$ cat config.mk
export PLATFORM = sky130hd
export DESIGN_NAME = led_frame_scheduler
export DESIGN_NICKNAME = d
export VERILOG_FILES = /design/src/rtl/led_frame_scheduler.sv
export SDC_FILE = /design/constraint.sdc
export NUM_CORES = 1
export LEC_CHECK = 0
export CORE_MARGIN = 5
export CORE_UTILIZATION = 50
export CTS_BUF_LIST = sky130_fd_sc_hd__clkbuf_16
export DETAILED_ROUTE_END_ITERATION = 10
export PLACE_DENSITY_LB_ADDON = 0.12
export SLEW_MARGIN = 20
export SYNTH_ARGS = -nofsm -noshare
export SYNTH_HDL_FRONTEND = slang
export SYNTH_SLANG_ARGS = --single-unit
$ cat constraint.sdc
create_clock -name CLK -period 4.1 [get_ports CLK]
set_clock_uncertainty 0.2 [all_clocks]
set_input_delay 0.615 -clock CLK [delete_from_list [all_inputs] [get_ports CLK]]
set_output_delay 0.615 -clock CLK [all_outputs]
set_load 0.02 [all_outputs]
$ cat src/rtl/led_frame_scheduler.sv
`default_nettype none
// ============================================================================
// Module   : led_frame_scheduler
// Purpose  : Drives the serial LED-array writer from a 16-byte frame buffer.
//            Each frame issues one display-control command (pos 8'hFF), waits
//            a settle interval, then streams the 16 digit bytes (pos 8'hC0+i).
//            Frames are scheduled by a periodic refresh tick, host buffer or
//            control writes, or an explicit request.
// Ports    : CLK, RST (sync, active-high)
//            wr_en/wr_addr/wr_data       - frame-buffer write
//            ctrl_wr/ctrl_on/ctrl_bright - control register load
//            refresh_req                 - request a frame
//            i_busy                      - busy from the writer
//            o_valid/o_pos/o_value       - command strobe and payload
//            o_frame_done                - one-cycle frame-complete pulse
//            o_active                    - high whenever not idle
// Revision : 1.0 - initial release
// ============================================================================
module led_frame_scheduler #(
    parameter int         CLK_HZ         = 12_000_000,
    parameter int         REFRESH_HZ     = 1,
    parameter int         SETTLE_CYCLES  = CLK_HZ / 1000,
    parameter int         BUSY_WAIT_MAX  = 4,
    parameter logic [2:0] DEFAULT_BRIGHT = 3'd1
) (
    input  logic       CLK,
    input  logic       RST,
    input  logic       wr_en,
    input  logic [3:0] wr_addr,
    input  logic [7:0] wr_data,
    input  logic       ctrl_wr,
    input  logic       ctrl_on,
    input  logic [2:0] ctrl_bright,
    input  logic       refresh_req,
    input  logic       i_busy,
    output logic       o_valid,
    output logic [7:0] o_pos,
    output logic [7:0] o_value,
    output logic       o_frame_done,
    output logic       o_active
);

    localparam int TICK_PERIOD = (CLK_HZ / REFRESH_HZ > 0) ? (CLK_HZ / REFRESH_HZ) : 1;
    localparam int TICK_W      = (TICK_PERIOD > 1) ? $clog2(TICK_PERIOD) : 1;
    // A zero settle still costs the single SETTLE cycle.
    localparam int SETTLE_LAST = (SETTLE_CYCLES > 0) ? (SETTLE_CYCLES - 1) : 0;
    localparam int TMR_MAX     = (SETTLE_LAST > BUSY_WAIT_MAX) ? SETTLE_LAST : BUSY_WAIT_MAX;
    localparam int TMR_W       = (TMR_MAX > 0) ? $clog2(TMR_MAX + 1) : 1;

    localparam logic [TICK_W-1:0] TICK_LAST  = TICK_W'(TICK_PERIOD - 1);
    localparam logic [TMR_W-1:0]  SETTLE_END = TMR_W'(SETTLE_LAST);
    localparam logic [TMR_W-1:0]  WAIT_END   = TMR_W'(BUSY_WAIT_MAX);

    typedef enum logic [2:0] {
        ST_IDLE   = 3'd0,
        ST_CTRL   = 3'd1,
        ST_WAIT   = 3'd2,
        ST_SETTLE = 3'd3,
        ST_DATA   = 3'd4
    } state_t;

    state_t            state;
    state_t            state_next;

    logic [7:0]        frame_buf [16];
    logic              ctl_on;
    logic [2:0]        ctl_bright;
    logic [7:0]        ctrl_byte;

    logic              pending;
    logic              set_evt;
    logic              leave_idle;

    logic [TICK_W-1:0] tick_cnt;
    logic              tick;

    logic [TMR_W-1:0]  timer;
    logic              busy_seen;
    logic              ret_data;    // 0: WAIT returns to SETTLE, 1: to DATA
    logic [4:0]        idx;         // bit 4 set once all 16 bytes are issued

    logic              issue_ctrl;
    logic              issue_data;
    logic              idx_clr;
    logic              frame_end;
    logic              wait_done;

    assign ctrl_byte  = {4'b1000, ctl_on, ctl_bright};
    assign tick       = (tick_cnt == TICK_LAST);
    assign set_evt    = wr_en | ctrl_wr | refresh_req | tick;
    assign leave_idle = (state == ST_IDLE) && (state_next != ST_IDLE);
    assign o_active   = (state != ST_IDLE);

    // Once busy has been seen, wait for its fall; otherwise give up after
    // BUSY_WAIT_MAX cycles and treat the command as complete.
    assign wait_done  = busy_seen ? !i_busy : (!i_busy && (timer == WAIT_END));

    // ------------------------------------------------------------------
    // Next-state logic
    // ------------------------------------------------------------------
    always_comb begin
        state_next = state;
        issue_ctrl = 1'b0;
        issue_data = 1'b0;
        idx_clr    = 1'b0;
        frame_end  = 1'b0;
        case (state)
            ST_IDLE: begin
                if (pending) state_next = ST_CTRL;
            end
            ST_CTRL: begin
                if (!i_busy) begin
                    issue_ctrl = 1'b1;
                    state_next = ST_WAIT;
                end
            end
            ST_WAIT: begin
                if (wait_done) begin
                    if (!ret_data) begin
                        state_next = ST_SETTLE;
                    end else if (idx[4]) begin
                        state_next = ST_IDLE;
                        frame_end  = 1'b1;
                    end else begin
                        state_next = ST_DATA;
                    end
                end
            end
            ST_SETTLE: begin
                if (timer == SETTLE_END) begin
                    idx_clr    = 1'b1;
                    state_next = ST_DATA;
                end
            end
            ST_DATA: begin
                if (!i_busy) begin
                    issue_data = 1'b1;
                    state_next = ST_WAIT;
                end
            end
            default: state_next = ST_IDLE;
        endcase
    end

    // ------------------------------------------------------------------
    // State register
    // ------------------------------------------------------------------
    always_ff @(posedge CLK) begin
        if (RST) state <= ST_IDLE;
        else     state <= state_next;
    end

    // ------------------------------------------------------------------
    // Frame buffer and control register: writable in any state
    // ------------------------------------------------------------------
    always_ff @(posedge CLK) begin
        if (RST) begin
            for (int i = 0; i < 16; i++) frame_buf[i] <= 8'h00;
            ctl_on     <= 1'b1;
            ctl_bright <= DEFAULT_BRIGHT;
        end else begin
            if (wr_en) frame_buf[wr_addr] <= wr_data;
            if (ctrl_wr) begin
                ctl_on     <= ctrl_on;
                ctl_bright <= ctrl_bright;
            end
        end
    end

    // ------------------------------------------------------------------
    // Scheduling, timers and command outputs
    // ------------------------------------------------------------------
    always_ff @(posedge CLK) begin
        if (RST) begin
            pending      <= 1'b1;       // first frame starts right after reset
            tick_cnt     <= '0;
            timer        <= '0;
            busy_seen    <= 1'b0;
            ret_data     <= 1'b0;
            idx          <= '0;
            o_valid      <= 1'b0;
            o_pos        <= 8'h00;
            o_value      <= 8'h00;
            o_frame_done <= 1'b0;
        end else begin
            // A set event in the clearing cycle wins, so events arriving
            // during a frame yield exactly one follow-on frame.
            if (set_evt)         pending <= 1'b1;
            else if (leave_idle) pending <= 1'b0;

            tick_cnt <= tick ? '0 : tick_cnt + 1'b1;

            // Timer restarts on every state change; only SETTLE and WAIT look at it.
            if (state_next != state) timer <= '0;
            else                     timer <= timer + 1'b1;

            if (state != ST_WAIT) busy_seen <= 1'b0;
            else if (i_busy)      busy_seen <= 1'b1;

            if (idx_clr)         idx <= '0;
            else if (issue_data) idx <= idx + 1'b1;

            o_valid      <= issue_ctrl | issue_data;
            o_frame_done <= frame_end;

            if (issue_ctrl) begin
                ret_data <= 1'b0;
                o_pos    <= 8'hFF;
                o_value  <= ctrl_byte;
            end else if (issue_data) begin
                ret_data <= 1'b1;
                o_pos    <= {4'hC, idx[3:0]};
                o_value  <= frame_buf[idx[3:0]];
            end
        end
    end

endmodule
`default_nettype wire
==> results of run 1 <==
==> routing by layer <==
| metal | track usage | routed length [um] | share of wire |
|---|---|---|---|
| met5 | 0 | 0 | 0 |
| met4 | 0.0599 | 510 | 0.025 |
| met3 | 0.0342 | 1370 | 0.068 |
| met2 | 0.331 | 9380 | 0.47 |
| met1 | 0.282 | 8910 | 0.44 |
==> worst register-to-register path, stage by stage (launching register included) <==
cell                       delay (ps)
sky130_fd_sc_hd__dfxtp_2          950
sky130_fd_sc_hd__mux4_2           650
sky130_fd_sc_hd__a22oi_1          290
sky130_fd_sc_hd__nand3_1          190
sky130_fd_sc_hd__a222oi_1         320
sky130_fd_sc_hd__nor2_1            70
==> layout make-up <==
| type | count | area, um^2 |
|---|---|---|
| inverters | 7 | 26.3 |
| multi-input cells | 495 | 3530 |
| repair buffers | 58 | 536 |
| well taps | 229 | 287 |
| clock buffers | 23 | 576 |
| clock inverters | 17 | 100 |
| fillers | 1461 | 7550 |
| flip-flops and latches | 201 | 5310 |
==> cells by family (layout without fill, tap and decap cells) <==
| group | count (synthesis) | count (layout) |
|---|---|---|
| buf+inv | 46 | 105 |
| xor+xnor | 35 | 35 |
| flops | 201 | 201 |
| fa+ha+maj | 4 | 4 |
| simple gates | 363 | 363 |
| compound gates | 55 | 55 |
| mux | 38 | 38 |
==> per-stage QoR <==
step                      cells  hold slack, ps  cell area, um^2  total power, mW  utilization
after floorplan             742             226             9070             2.46            -
after global placement      990             236             9680             2.58        0.541
after detailed placement    990             252             9680             2.59        0.541
after CTS                  1030             261            10400             4.43        0.578
after global routing       1030             289            10400             4.54        0.578
final                      1030             258            10400             4.38        0.578
==> worst max path at each step <==
stage,slack [ps],start,depth (start not counted),to
floorplan,1470,RST,5,frame_buf[12][0]
detailed placement,910,RST,6,frame_buf[1][2]
global placement,1020,RST,6,frame_buf[1][4]
finish,1310,register,5,o_value[3]
CTS,1290,register,5,o_value[3]
global route,1090,register,5,o_value[3]
==> registers in the layout, summed over array words and instances, names as in the netlist, 3 cells and up, named ones only <==
name,flops
ctl_bright,3
frame_buf,128
idx,5
o_pos,6
o_value,8
state,3
tick_cnt,24
timer,14
==> layout by cell type, fill, tap and decap left out, types with 2 or more instances in the layout <==
cell	Yosys	layout
sky130_fd_sc_hd__and2_1	130	130
sky130_fd_sc_hd__edfxtp_1	128	128
sky130_fd_sc_hd__nor2_1	81	81
sky130_fd_sc_hd__dfxtp_1	73	72
sky130_fd_sc_hd__nand2_1	42	42
sky130_fd_sc_hd__clkdlybuf4s50_1	0	40
sky130_fd_sc_hd__nand3_1	30	30
sky130_fd_sc_hd__mux4_2	27	27
sky130_fd_sc_hd__xor2_1	25	25
sky130_fd_sc_hd__clkbuf_16	0	23
sky130_fd_sc_hd__buf_4	5	18
sky130_fd_sc_hd__nand4_1	17	17
sky130_fd_sc_hd__o21ai_0	16	16
sky130_fd_sc_hd__nor3_1	14	14
sky130_fd_sc_hd__inv_1	6	12
sky130_fd_sc_hd__xnor2_1	10	10
sky130_fd_sc_hd__or3_1	8	8
sky130_fd_sc_hd__a21oi_1	8	8
sky130_fd_sc_hd__nor2b_1	7	7
sky130_fd_sc_hd__a22oi_1	7	7
sky130_fd_sc_hd__nand2b_1	6	6
sky130_fd_sc_hd__a31oi_1	6	6
sky130_fd_sc_hd__mux4_1	6	6
sky130_fd_sc_hd__clkinv_1	1	5
sky130_fd_sc_hd__or2_2	5	5
sky130_fd_sc_hd__clkinv_2	0	5
sky130_fd_sc_hd__and3_1	4	4
sky130_fd_sc_hd__mux2i_1	4	4
sky130_fd_sc_hd__a222oi_1	4	4
sky130_fd_sc_hd__ha_1	4	4
sky130_fd_sc_hd__nor4_1	3	3
sky130_fd_sc_hd__nand3b_1	3	3
sky130_fd_sc_hd__a22o_1	3	3
sky130_fd_sc_hd__nor4b_1	2	2
sky130_fd_sc_hd__and4b_1	2	2
sky130_fd_sc_hd__o31ai_1	2	2
sky130_fd_sc_hd__nor4b_2	2	2
==> where the power goes <==
part / total (mW) / switching (mW) / internal (mW)
clock network: 1.84 / 0.763 / 1.07
registers: 2.28 / 0.0424 / 2.24
logic: 0.262 / 0.152 / 0.110
total: 4.38 / 0.958 / 3.42
==> impl_results.html, run 1 <==
<table>
<tr><th>Metric</th><th>Value</th></tr>
<tr><th colspan="2">Setup path</th></tr>
<tr><td>Count of buffering cells on the critical path with inverters included</td><td>0</td></tr>
<tr><td>Worst path top cell family by delay</td><td>flip-flops</td></tr>
<tr><td>Worst EP required</td><td>4280 ps</td></tr>
<tr><td>Critical Setup Path Class</td><td>reg2reg</td></tr>
<tr><td>Kind of start point of the critical path</td><td>register</td></tr>
<tr><td>Path depth of the worst reg2reg path</td><td>5</td></tr>
<tr><td>Worst path slowest cell</td><td>sky130_fd_sc_hd__dfxtp_2</td></tr>
<tr><td>Critical Path Fanout Max</td><td>26</td></tr>
<tr><td>Crit Reg-Reg Endpoint</td><td>o_value[3]</td></tr>
<tr><td>Sequence of cells on the critical path</td><td>mux4_2 -&gt; a22oi_1 -&gt; nand3_1 -&gt; a222oi_1 -&gt; nor2_1</td></tr>
<tr><td>Setup slack on the worst flop-to-flop path</td><td>1310 ps</td></tr>
<tr><td>Critical Path AT</td><td>2960 ps</td></tr>
<tr><td>Kind of capture point of the worst setup path</td><td>register</td></tr>
<tr><td>Crit path largest cell delay</td><td>950 ps</td></tr>
<tr><th colspan="2">Synth</th></tr>
<tr><td>Cell taking the most area after synthesis</td><td>sky130_fd_sc_hd__edfxtp_1</td></tr>
<tr><td>Flops &amp; latches, synth</td><td>201</td></tr>
<tr><td>Main combinational cell family by area after synthesis</td><td>simple AND/OR/NAND/NOR gates</td></tr>
<tr><td>Number of enable flip-flop cells after synthesis</td><td>128</td></tr>
<tr><td>Distinct cell type count after synthesis</td><td>56</td></tr>
<tr><td>Cell area after synthesis</td><td>9070 um^2</td></tr>
<tr><td>Multiplexer fraction of the synthesized cell area</td><td>0.0901</td></tr>
<tr><td>Async SR Flop Fraction</td><td>0</td></tr>
<tr><td>Synth Net Count</td><td>768</td></tr>
<tr><td>Number of standard cells after synthesis</td><td>742</td></tr>
<tr><td>Part of the Yosys area used for sequential elements</td><td>0.585</td></tr>
<tr><td>Avg Synthesized Cell Area</td><td>12.2 um^2</td></tr>
<tr><td>Post-synthesis simple-gate area fraction</td><td>0.218</td></tr>
<tr><td>Xor and xnor fraction of the mapped netlist area</td><td>0.0338</td></tr>
<tr><td>Main synth FF type</td><td>sky130_fd_sc_hd__edfxtp_1</td></tr>
<tr><td>Top cells by count, synth</td><td>sky130_fd_sc_hd__and2_1, sky130_fd_sc_hd__edfxtp_1, sky130_fd_sc_hd__nor2_1</td></tr>
<tr><td>Yosys warning total</td><td>0</td></tr>
<tr><td>Most numerous cell in the Yosys netlist</td><td>sky130_fd_sc_hd__and2_1</td></tr>
<tr><td>Top post-synthesis cells by area</td><td>sky130_fd_sc_hd__edfxtp_1, sky130_fd_sc_hd__dfxtp_1, sky130_fd_sc_hd__and2_1</td></tr>
<tr><td>Complex-gate fraction of the synthesized area</td><td>0.0413</td></tr>
<tr><td>Share of the synthesized area in the top cell type</td><td>0.424</td></tr>
<tr><td>Area share of fa/ha/maj cells after synthesis</td><td>0.00552</td></tr>
<tr><th colspan="2">Die</th></tr>
<tr><td>CORE AREA</td><td>17900 um^2</td></tr>
<tr><td>Total die area</td><td>20900 um^2</td></tr>
<tr><td>Starting density of the core</td><td>0.506</td></tr>
<tr><td>Die X-Extent</td><td>145 um</td></tr>
<tr><td>Std-Cell Rows</td><td>49</td></tr>
<tr><td>Height of the chip</td><td>145 um</td></tr>
<tr><td>Number of ports placed on the die boundary</td><td>41</td></tr>
<tr><th colspan="2">Clock tree</th></tr>
<tr><td>Clk slew on worst S/H paths</td><td>60 ps</td></tr>
<tr><td>Cell chosen for the clock root</td><td>sky130_fd_sc_hd__clkbuf_16</td></tr>
<tr><td>Clock buffers created by TritonCTS</td><td>22</td></tr>
<tr><td>Number of H-tree levels</td><td>1</td></tr>
<tr><td>Clock Tree Buf Depth</td><td>3</td></tr>
<tr><td>Count of cells resized by post-cts repair</td><td>0</td></tr>
<tr><td>Sink Count</td><td>201</td></tr>
<tr><td>Setup Fix Bufs, Post-CTS</td><td>0</td></tr>
<tr><td>CTS hold repair buffers</td><td>0</td></tr>
<tr><td>Worst skew pair latency</td><td>500 ps</td></tr>
<tr><td>CTS tree</td><td>done</td></tr>
<tr><th colspan="2">Route</th></tr>
<tr><td>Overall routed net length</td><td>20200 um</td></tr>
<tr><td>Number of nets still failing antenna checks after routing</td><td>0</td></tr>
<tr><td>Vias per cell</td><td>5.63</td></tr>
<tr><td>1st-iter DRT viols</td><td>494</td></tr>
<tr><td>First-pass DRT Iterations</td><td>5</td></tr>
<tr><td>Overall via count from detail_route</td><td>5794</td></tr>
<tr><td>Drc violations</td><td>0</td></tr>
<tr><td>Post-DR wirelength/cell</td><td>19.6 um</td></tr>
<tr><th colspan="2">Min path</th></tr>
<tr><td>Cell depth of the worst min-delay path</td><td>1</td></tr>
<tr><td>End point of the worst hold path</td><td>timer[0]</td></tr>
<tr><td>Type of the tightest min-delay check</td><td>reg2reg</td></tr>
<tr><td>HP Start</td><td>timer[0]</td></tr>
<tr><th colspan="2">Timing</th></tr>
<tr><td>Slew headroom</td><td>0.274</td></tr>
<tr><td>Max-slew violation count</td><td>0</td></tr>
<tr><td>Unrepaired setup endpoints after global routing</td><td>no</td></tr>
<tr><td>Max Fclk</td><td>359 MHz</td></tr>
<tr><td>Minimum clock period</td><td>2790 ps</td></tr>
<tr><td>Worst slew pin tran</td><td>1090 ps</td></tr>
<tr><td>Tcrit/Tclk final</td><td>0.680</td></tr>
<tr><td>Min setup slack post-route</td><td>1310 ps</td></tr>
<tr><td>Count of final setup violators</td><td>0</td></tr>
<tr><td>Final hold violation count</td><td>0</td></tr>
<tr><td>Final-layout setup total negative slack</td><td>0 ps</td></tr>
<tr><th colspan="2">Global route</th></tr>
<tr><td>Number of global-route vias before repair</td><td>5886</td></tr>
<tr><td>Pin count of the biggest net entering global routing</td><td>30</td></tr>
<tr><td>First-pass GRT wire length</td><td>32800 um</td></tr>
<tr><td>Overall Global Routing Usage</td><td>0.203</td></tr>
<tr><td>Initial antenna violation count</td><td>0</td></tr>
<tr><td>Sum of overflow across all layers after global routing</td><td>0</td></tr>
<tr><th colspan="2">Flow run</th></tr>
<tr><td>Max-cap violations</td><td>0</td></tr>
<tr><th colspan="2">Placed design</th></tr>
<tr><td>IO Port Bufs</td><td>40</td></tr>
<tr><td>Gpl congestion</td><td>0.838</td></tr>
<tr><td>Detailed placer's ending HPWL</td><td>13800 um</td></tr>
<tr><td>Place WS</td><td>909 ps</td></tr>
<tr><th colspan="2">Final layout</th></tr>
<tr><td>Antenna diodes</td><td>0</td></tr>
<tr><td>Nets</td><td>811</td></tr>
<tr><td>Layout cells sized above 1</td><td>0.114</td></tr>
<tr><td>Area growth, synth to finish</td><td>14.2%</td></tr>
<tr><th colspan="2">Power</th></tr>
<tr><td>Power density cells</td><td>423 nW/um^2</td></tr>
<tr><td>Leakage dissipation</td><td>3.56 nW</td></tr>
<tr><td>Worst vdd ir</td><td>0.000343 V</td></tr>
<tr><th colspan="2">Status</th></tr>
<tr><td>Outcome</td><td>complete, no violations</td></tr>
</table>
Note: power is estimated with default switching activity, not from simulation.
==> run 2, diff against run 1 <==
clock period = 2.41 ns   (was 4.1 ns; I/O delays follow)
==> run 2 against run 1 <==
- hold slack got worse by 2.1 ps
- first-iteration DRC count fell by 20%
- setup slack got worse by 1200 ps
- global-route usage fell by 0.33 points
- die area did not move
- register-to-register slack got worse by 1200 ps
- critical path depth rose by 2
- power rose by 76%
==> impl_results.html, run 2 (synthesis results as in run 1) <==
<table>
<tr><th>Metric</th><th>Value</th></tr>
<tr><th colspan="2">Status</th></tr>
<tr><td>Outcome</td><td>complete, no violations</td></tr>
<tr><th colspan="2">Clock tree</th></tr>
<tr><td>Clk slew on worst S/H paths</td><td>60 ps</td></tr>
<tr><td>Cell chosen for the clock root</td><td>sky130_fd_sc_hd__clkbuf_16</td></tr>
<tr><td>Worst skew pair latency</td><td>510 ps</td></tr>
<tr><td>Clock Tree Buf Depth</td><td>3</td></tr>
<tr><td>Number of H-tree levels</td><td>1</td></tr>
<tr><td>CTS hold repair buffers</td><td>0</td></tr>
<tr><td>Sink Count</td><td>201</td></tr>
<tr><td>CTS tree</td><td>done</td></tr>
<tr><td>Clock buffers created by TritonCTS</td><td>22</td></tr>
<tr><th colspan="2">Flow run</th></tr>
<tr><td>Max-cap violations</td><td>0</td></tr>
<tr><th colspan="2">Global route</th></tr>
<tr><td>Pin count of the biggest net entering global routing</td><td>34</td></tr>
<tr><td>First-pass GRT wire length</td><td>32100 um</td></tr>
<tr><td>Number of global-route vias before repair</td><td>5898</td></tr>
<tr><td>Initial antenna violation count</td><td>0</td></tr>
<tr><td>Overall Global Routing Usage</td><td>0.200</td></tr>
<tr><td>Sum of overflow across all layers after global routing</td><td>0</td></tr>
<tr><th colspan="2">Power</th></tr>
<tr><td>Net switching component of the power</td><td>1.65 mW</td></tr>
<tr><td>Internal</td><td>6.05 mW</td></tr>
<tr><td>Combinational group share of total power</td><td>0.062</td></tr>
<tr><td>Power density cells</td><td>718 nW/um^2</td></tr>
<tr><td>Sw Share</td><td>0.214</td></tr>
<tr><td>Worst vdd ir</td><td>0.000616 V</td></tr>
<tr><td>Fraction of power consumed by the clock network</td><td>0.434</td></tr>
<tr><td>Leakage dissipation</td><td>3.79 nW</td></tr>
<tr><td>Post-layout power</td><td>7.71 mW</td></tr>
<tr><td>Share of total power in sequential cells</td><td>0.504</td></tr>
<tr><th colspan="2">Placed design</th></tr>
<tr><td>IO Port Bufs</td><td>40</td></tr>
<tr><td>Post-place instance area</td><td>9930 um^2</td></tr>
<tr><td>Cells after DPL</td><td>1020</td></tr>
<tr><td>Gpl congestion</td><td>0.818</td></tr>
<tr><td>Detailed placer's ending HPWL</td><td>14300 um</td></tr>
<tr><td>Place WS</td><td>-73.5 ps</td></tr>
<tr><th colspan="2">Final layout</th></tr>
<tr><td>Final standard cell count with taps included and fillers excluded</td><td>1069</td></tr>
<tr><td>Most frequent cells in the layout</td><td>sky130_fd_sc_hd__and2_1, sky130_fd_sc_hd__edfxtp_1, sky130_fd_sc_hd__nor2_1</td></tr>
<tr><td>Top register by number of flip-flops</td><td>frame_buf</td></tr>
<tr><td>Antenna diodes</td><td>0</td></tr>
<tr><td>Area growth, synth to finish</td><td>18.4%</td></tr>
<tr><td>Nets</td><td>850</td></tr>
<tr><td>Most common cell after layout, fill and taps aside</td><td>sky130_fd_sc_hd__and2_1</td></tr>
<tr><td>Number of flip-flops under the largest register name</td><td>128</td></tr>
<tr><td>Area of all placed cells without fillers</td><td>10700 um^2</td></tr>
<tr><td>Registers with the most flip-flops</td><td>frame_buf x128, tick_cnt x24, timer x14</td></tr>
<tr><td>Layout cells sized above 1</td><td>0.156</td></tr>
<tr><th colspan="2">Setup path</th></tr>
<tr><td>Critical Path AT</td><td>2490 ps</td></tr>
<tr><td>Critical Path Fanout Max</td><td>13</td></tr>
<tr><td>Kind of capture point of the worst setup path</td><td>register</td></tr>
<tr><td>Critical Setup Path Class</td><td>reg2reg</td></tr>
<tr><td>Setup slack on the worst flop-to-flop path</td><td>100 ps</td></tr>
<tr><td>Path depth of the worst reg2reg path</td><td>7</td></tr>
<tr><td>Kind of start point of the critical path</td><td>register</td></tr>
<tr><td>Crit Reg-Reg Endpoint</td><td>o_value[1]</td></tr>
<tr><td>Worst EP required</td><td>2590 ps</td></tr>
<tr><th colspan="2">Route</th></tr>
<tr><td>Overall routed net length</td><td>20400 um</td></tr>
<tr><td>First-pass DRT Iterations</td><td>4</td></tr>
<tr><td>Drc violations</td><td>0</td></tr>
<tr><td>Vias per cell</td><td>5.62</td></tr>
<tr><td>Post-DR wirelength/cell</td><td>19.1 um</td></tr>
<tr><td>Number of nets still failing antenna checks after routing</td><td>0</td></tr>
<tr><td>Overall via count from detail_route</td><td>6004</td></tr>
<tr><td>1st-iter DRT viols</td><td>393</td></tr>
<tr><th colspan="2">Timing</th></tr>
<tr><td>Final hold violation count</td><td>0</td></tr>
<tr><td>Slew headroom</td><td>0.563</td></tr>
<tr><td>Max Fclk</td><td>434 MHz</td></tr>
<tr><td>Final-layout setup total negative slack</td><td>0 ps</td></tr>
<tr><td>Min setup slack post-route</td><td>104 ps</td></tr>
<tr><td>Tcrit/Tclk final</td><td>0.957</td></tr>
<tr><td>Worst slew pin tran</td><td>653 ps</td></tr>
<tr><td>Minimum clock period</td><td>2310 ps</td></tr>
<tr><td>Count of final setup violators</td><td>0</td></tr>
<tr><td>Max-slew violation count</td><td>0</td></tr>
<tr><th colspan="2">Min path</th></tr>
<tr><td>Type of the tightest min-delay check</td><td>reg2reg</td></tr>
<tr><td>HP Start</td><td>tick_cnt[0]</td></tr>
<tr><td>Cell depth of the worst min-delay path</td><td>1</td></tr>
<tr><td>End point of the worst hold path</td><td>tick_cnt[0]</td></tr>
<tr><th colspan="2">Die</th></tr>
<tr><td>CORE AREA</td><td>17900 um^2</td></tr>
<tr><td>Die X-Extent</td><td>145 um</td></tr>
<tr><td>Std-Cell Rows</td><td>49</td></tr>
<tr><td>Number of ports placed on the die boundary</td><td>41</td></tr>
<tr><td>Total die area</td><td>20900 um^2</td></tr>
<tr><td>Starting density of the core</td><td>0.506</td></tr>
<tr><td>Height of the chip</td><td>145 um</td></tr>
</table>
-- run 2: final cells by class --
class	count	area (um^2)
fillers	1422	7170
flip-flops and latches	201	5310
multi-input cells	495	3530
repair buffers	97	863
clock buffers	23	576
well taps	229	287
clock inverters	17	146
inverters	7	26.3
-- run 2: power groups by stage --
| stage | Combinational, mW | Clock [mW] | Sequential (mW) |
|---|---|---|---|
| floorplan | 0.250 | 0 | 3.94 |
| global placement | 0.469 | 0 | 3.95 |
| detailed placement | 0.478 | 0 | 3.96 |
| CTS | 0.478 | 3.41 | 3.88 |
| global route | 0.513 | 3.57 | 3.90 |
| finish | 0.474 | 3.35 | 3.88 |
-- run 2: what timing repair did --
action | in CTS | in global routing
pin swaps | 0 | 1
setup endpoints to repair | 1 | 1
buffers inserted | 0 | 9
resized for setup | 1 | 3
-- run 2: worst max-delay path by stage --
stage / start / to / slack (ps) / depth (start not counted)
6_report: register / o_value[1] / 100 / 7
5_1_grt: register / o_value[1] / -0.02 / 7
4_1_cts: register / o_value[2] / 130 / 8
3_5_place_dp: RST / frame_buf[0][6] / -70 / 5
3_3_place_gp: RST / frame_buf[0][0] / -40 / 5
2_1_floorplan: RST / frame_buf[12][0] / 30 / 5
-- run 2: worst max-delay path: stages, from the launching register on --
cell,delay [ps]
sky130_fd_sc_hd__dfxtp_2,340
sky130_fd_sc_hd__buf_12,150
sky130_fd_sc_hd__buf_4,120
sky130_fd_sc_hd__mux4_1,600
sky130_fd_sc_hd__a22oi_1,250
sky130_fd_sc_hd__nand3_1,140
sky130_fd_sc_hd__a222oi_1,310
sky130_fd_sc_hd__nor2_1,80
-- run 2: per-stage QoR --
stage	utilization	hold WS (ps)
floorplan	-	226
CTS	0.595	250
global route	0.599	276
finish	0.599	255
detailed placement	0.555	251
global placement	0.555	236
-- run 2: metal layers --
layer | routed length, um | part of all wire | vias up | track usage
met5 | 0 | 0 | - | 0
met4 | 469 | 0.023 | 0 | 0.0584
met2 | 9690 | 0.47 | 146 | 0.324
met1 | 9120 | 0.45 | 2980 | 0.282
met3 | 1150 | 0.056 | 35 | 0.0299
li1 | - | - | 2843 | -
==> run 3, diff against run 2 <==
CORE_MARGIN = 2   (was 5)
==> run 3 against run 2 <==
- critical path depth is 1 lower
- die area is 8.1% lower
- combinational power hardly changed
- global-route usage is 0.96 points higher
- sequential share of layout area is 0.39 points higher
- non-clock buffer count is 9 lower
- hold slack worse by 1.8 ps
- critical endpoint unchanged
- largest power group unchanged
==> impl_results.html, run 3 (synthesis results as in run 1) <==
<table>
<tr><th>Metric</th><th>Value</th></tr>
<tr><th colspan="2">Status</th></tr>
<tr><td>Outcome</td><td>complete, no violations</td></tr>
<tr><th colspan="2">Timing</th></tr>
<tr><td>Max-slew violation count</td><td>0</td></tr>
<tr><td>Count of final setup violators</td><td>0</td></tr>
<tr><td>Worst hold-check slack</td><td>254 ps</td></tr>
<tr><td>Worst slew pin tran</td><td>697 ps</td></tr>
<tr><td>Unrepaired setup endpoints after global routing</td><td>no</td></tr>
<tr><td>Final hold violation count</td><td>0</td></tr>
<tr><td>Tcrit/Tclk final</td><td>0.939</td></tr>
<tr><td>Max Fclk</td><td>442 MHz</td></tr>
<tr><td>Minimum clock period</td><td>2260 ps</td></tr>
<tr><td>Slew headroom</td><td>0.534</td></tr>
<tr><th colspan="2">Route</th></tr>
<tr><td>Number of nets still failing antenna checks after routing</td><td>0</td></tr>
<tr><td>1st-iter DRT viols</td><td>456</td></tr>
<tr><td>Drc violations</td><td>0</td></tr>
<tr><td>First-pass DRT Iterations</td><td>5</td></tr>
<tr><td>Overall via count from detail_route</td><td>5936</td></tr>
<tr><td>Post-DR wirelength/cell</td><td>19.1 um</td></tr>
<tr><td>Vias per cell</td><td>5.61</td></tr>
<tr><td>Overall routed net length</td><td>20300 um</td></tr>
<tr><th colspan="2">Final layout</th></tr>
<tr><td>Area growth, synth to finish</td><td>17.4%</td></tr>
<tr><td>Nets</td><td>841</td></tr>
<tr><td>Most common cell after layout, fill and taps aside</td><td>sky130_fd_sc_hd__and2_1</td></tr>
<tr><td>Layout cells sized above 1</td><td>0.147</td></tr>
<tr><td>Most frequent cells in the layout</td><td>sky130_fd_sc_hd__and2_1, sky130_fd_sc_hd__edfxtp_1, sky130_fd_sc_hd__nor2_1</td></tr>
<tr><td>Area taken by flip-flops and latches</td><td>5310 um^2</td></tr>
<tr><td>Number of flip-flops under the largest register name</td><td>128</td></tr>
<tr><td>Top register by number of flip-flops</td><td>frame_buf</td></tr>
<tr><td>Registers with the most flip-flops</td><td>frame_buf x128, tick_cnt x24, timer x14</td></tr>
<tr><td>Footprint of the multi-input gates</td><td>3530 um^2</td></tr>
<tr><td>Filler cell count</td><td>1467</td></tr>
<tr><td>Antenna diodes</td><td>0</td></tr>
<tr><th colspan="2">Min path</th></tr>
<tr><td>Type of the tightest min-delay check</td><td>in2reg</td></tr>
<tr><td>HP Start</td><td>refresh_req</td></tr>
<tr><th colspan="2">Global route</th></tr>
<tr><td>Number of global-route vias before repair</td><td>5791</td></tr>
<tr><td>Initial antenna violation count</td><td>0</td></tr>
<tr><td>Overall Global Routing Usage</td><td>0.209</td></tr>
<tr><td>First-pass GRT wire length</td><td>31700 um</td></tr>
<tr><td>Pin count of the biggest net entering global routing</td><td>34</td></tr>
<tr><td>Sum of overflow across all layers after global routing</td><td>0</td></tr>
<tr><th colspan="2">Setup path</th></tr>
<tr><td>Critical Path Fanout Max</td><td>7</td></tr>
<tr><td>Kind of capture point of the worst setup path</td><td>register</td></tr>
<tr><td>Worst EP required</td><td>2610 ps</td></tr>
<tr><td>Kind of start point of the critical path</td><td>register</td></tr>
<tr><td>Critical Setup Path Class</td><td>reg2reg</td></tr>
<tr><td>Critical Path AT</td><td>2460 ps</td></tr>
<tr><th colspan="2">Die</th></tr>
<tr><td>Die X-Extent</td><td>139 um</td></tr>
<tr><td>Std-Cell Rows</td><td>49</td></tr>
<tr><td>Number of ports placed on the die boundary</td><td>41</td></tr>
<tr><td>Height of the chip</td><td>139 um</td></tr>
<tr><td>CORE AREA</td><td>17900 um^2</td></tr>
<tr><td>Starting density of the core</td><td>0.506</td></tr>
<tr><td>Total die area</td><td>19200 um^2</td></tr>
<tr><th colspan="2">Placed design</th></tr>
<tr><td>Detailed placer's ending HPWL</td><td>14000 um</td></tr>
<tr><td>Gpl congestion</td><td>0.869</td></tr>
<tr><td>IO Port Bufs</td><td>40</td></tr>
<tr><th colspan="2">Clock tree</th></tr>
<tr><td>Clock buffers created by TritonCTS</td><td>22</td></tr>
<tr><td>Sink Count</td><td>201</td></tr>
<tr><td>Clock Tree Buf Depth</td><td>3</td></tr>
<tr><td>Count of cells resized by post-cts repair</td><td>1</td></tr>
<tr><td>CTS hold repair buffers</td><td>0</td></tr>
<tr><td>Cell chosen for the clock root</td><td>sky130_fd_sc_hd__clkbuf_16</td></tr>
<tr><td>Clk slew on worst S/H paths</td><td>60 ps</td></tr>
<tr><td>Worst skew pair latency</td><td>520 ps</td></tr>
<tr><td>CTS tree</td><td>done</td></tr>
<tr><td>Number of H-tree levels</td><td>1</td></tr>
<tr><td>Setup Fix Bufs, Post-CTS</td><td>0</td></tr>
<tr><th colspan="2">Power</th></tr>
<tr><td>Worst vdd ir</td><td>0.000736 V</td></tr>
<tr><td>Post-layout power</td><td>7.68 mW</td></tr>
<tr><td>Leakage dissipation</td><td>3.71 nW</td></tr>
<tr><td>Power density cells</td><td>721 nW/um^2</td></tr>
<tr><th colspan="2">Flow run</th></tr>
<tr><td>Max-cap violations</td><td>0</td></tr>
</table>
run 3: critical path, cell delays in order (launching register included):
cell                       delay, ps
sky130_fd_sc_hd__dfxtp_4         430
sky130_fd_sc_hd__buf_4           180
sky130_fd_sc_hd__mux4_2          490
sky130_fd_sc_hd__a22oi_1         270
sky130_fd_sc_hd__nand3_1         160
sky130_fd_sc_hd__a222oi_1        330
sky130_fd_sc_hd__nor2_1           70
run 3: report_power, final:
group,total (mW),internal [mW],switching (mW)
Sequential,3.88,3.81,0.0705
Clock,3.32,1.95,1.37
Combinational,0.472,0.206,0.266
run 3: worst paths after layout:
check                      to  slack, ps  cells past startpoint
setup reg to reg   o_value[1]        150                      6
hold reg to reg   tick_cnt[0]        260                      1
setup / recovery   o_value[1]        150                      6
hold / removal        pending        250                      3
run 3: routing by layer:
metal / global-route usage / part of all wire / vias up
met5: 0 / 0 / -
met2: 0.335 / 0.47 / 181
met3: 0.0345 / 0.053 / 37
met4: 0.0516 / 0.022 / 0
li1: - / - / 2826
met1: 0.303 / 0.45 / 2892
run 3: per-stage QoR:
| step | instances | utilization | TNS [ps] | instance area (um^2) | setup WS (ps) |
|---|---|---|---|---|---|
| floorplan | 742 | - | 0 | 9070 | 31.7 |
| global placement | 1020 | 0.555 | -544 | 9930 | -46.6 |
| detailed placement | 1020 | 0.555 | -746 | 9930 | -72.4 |
| CTS | 1059 | 0.595 | 0 | 10600 | 27.9 |
| global route | 1059 | 0.595 | 0 | 10600 | 61.6 |
| finish | 1059 | 0.595 | 0 | 10600 | 146 |
run 3: area by class of cell:
type	count	area share
Inverter	7	0.00247
Clock inverter	16	0.0133
Tap cell	229	0.0269
Clock buffer	23	0.0540
Multi-Input combinational cell	495	0.331
Timing Repair Buffer	88	0.0737
Sequential cell	201	0.499
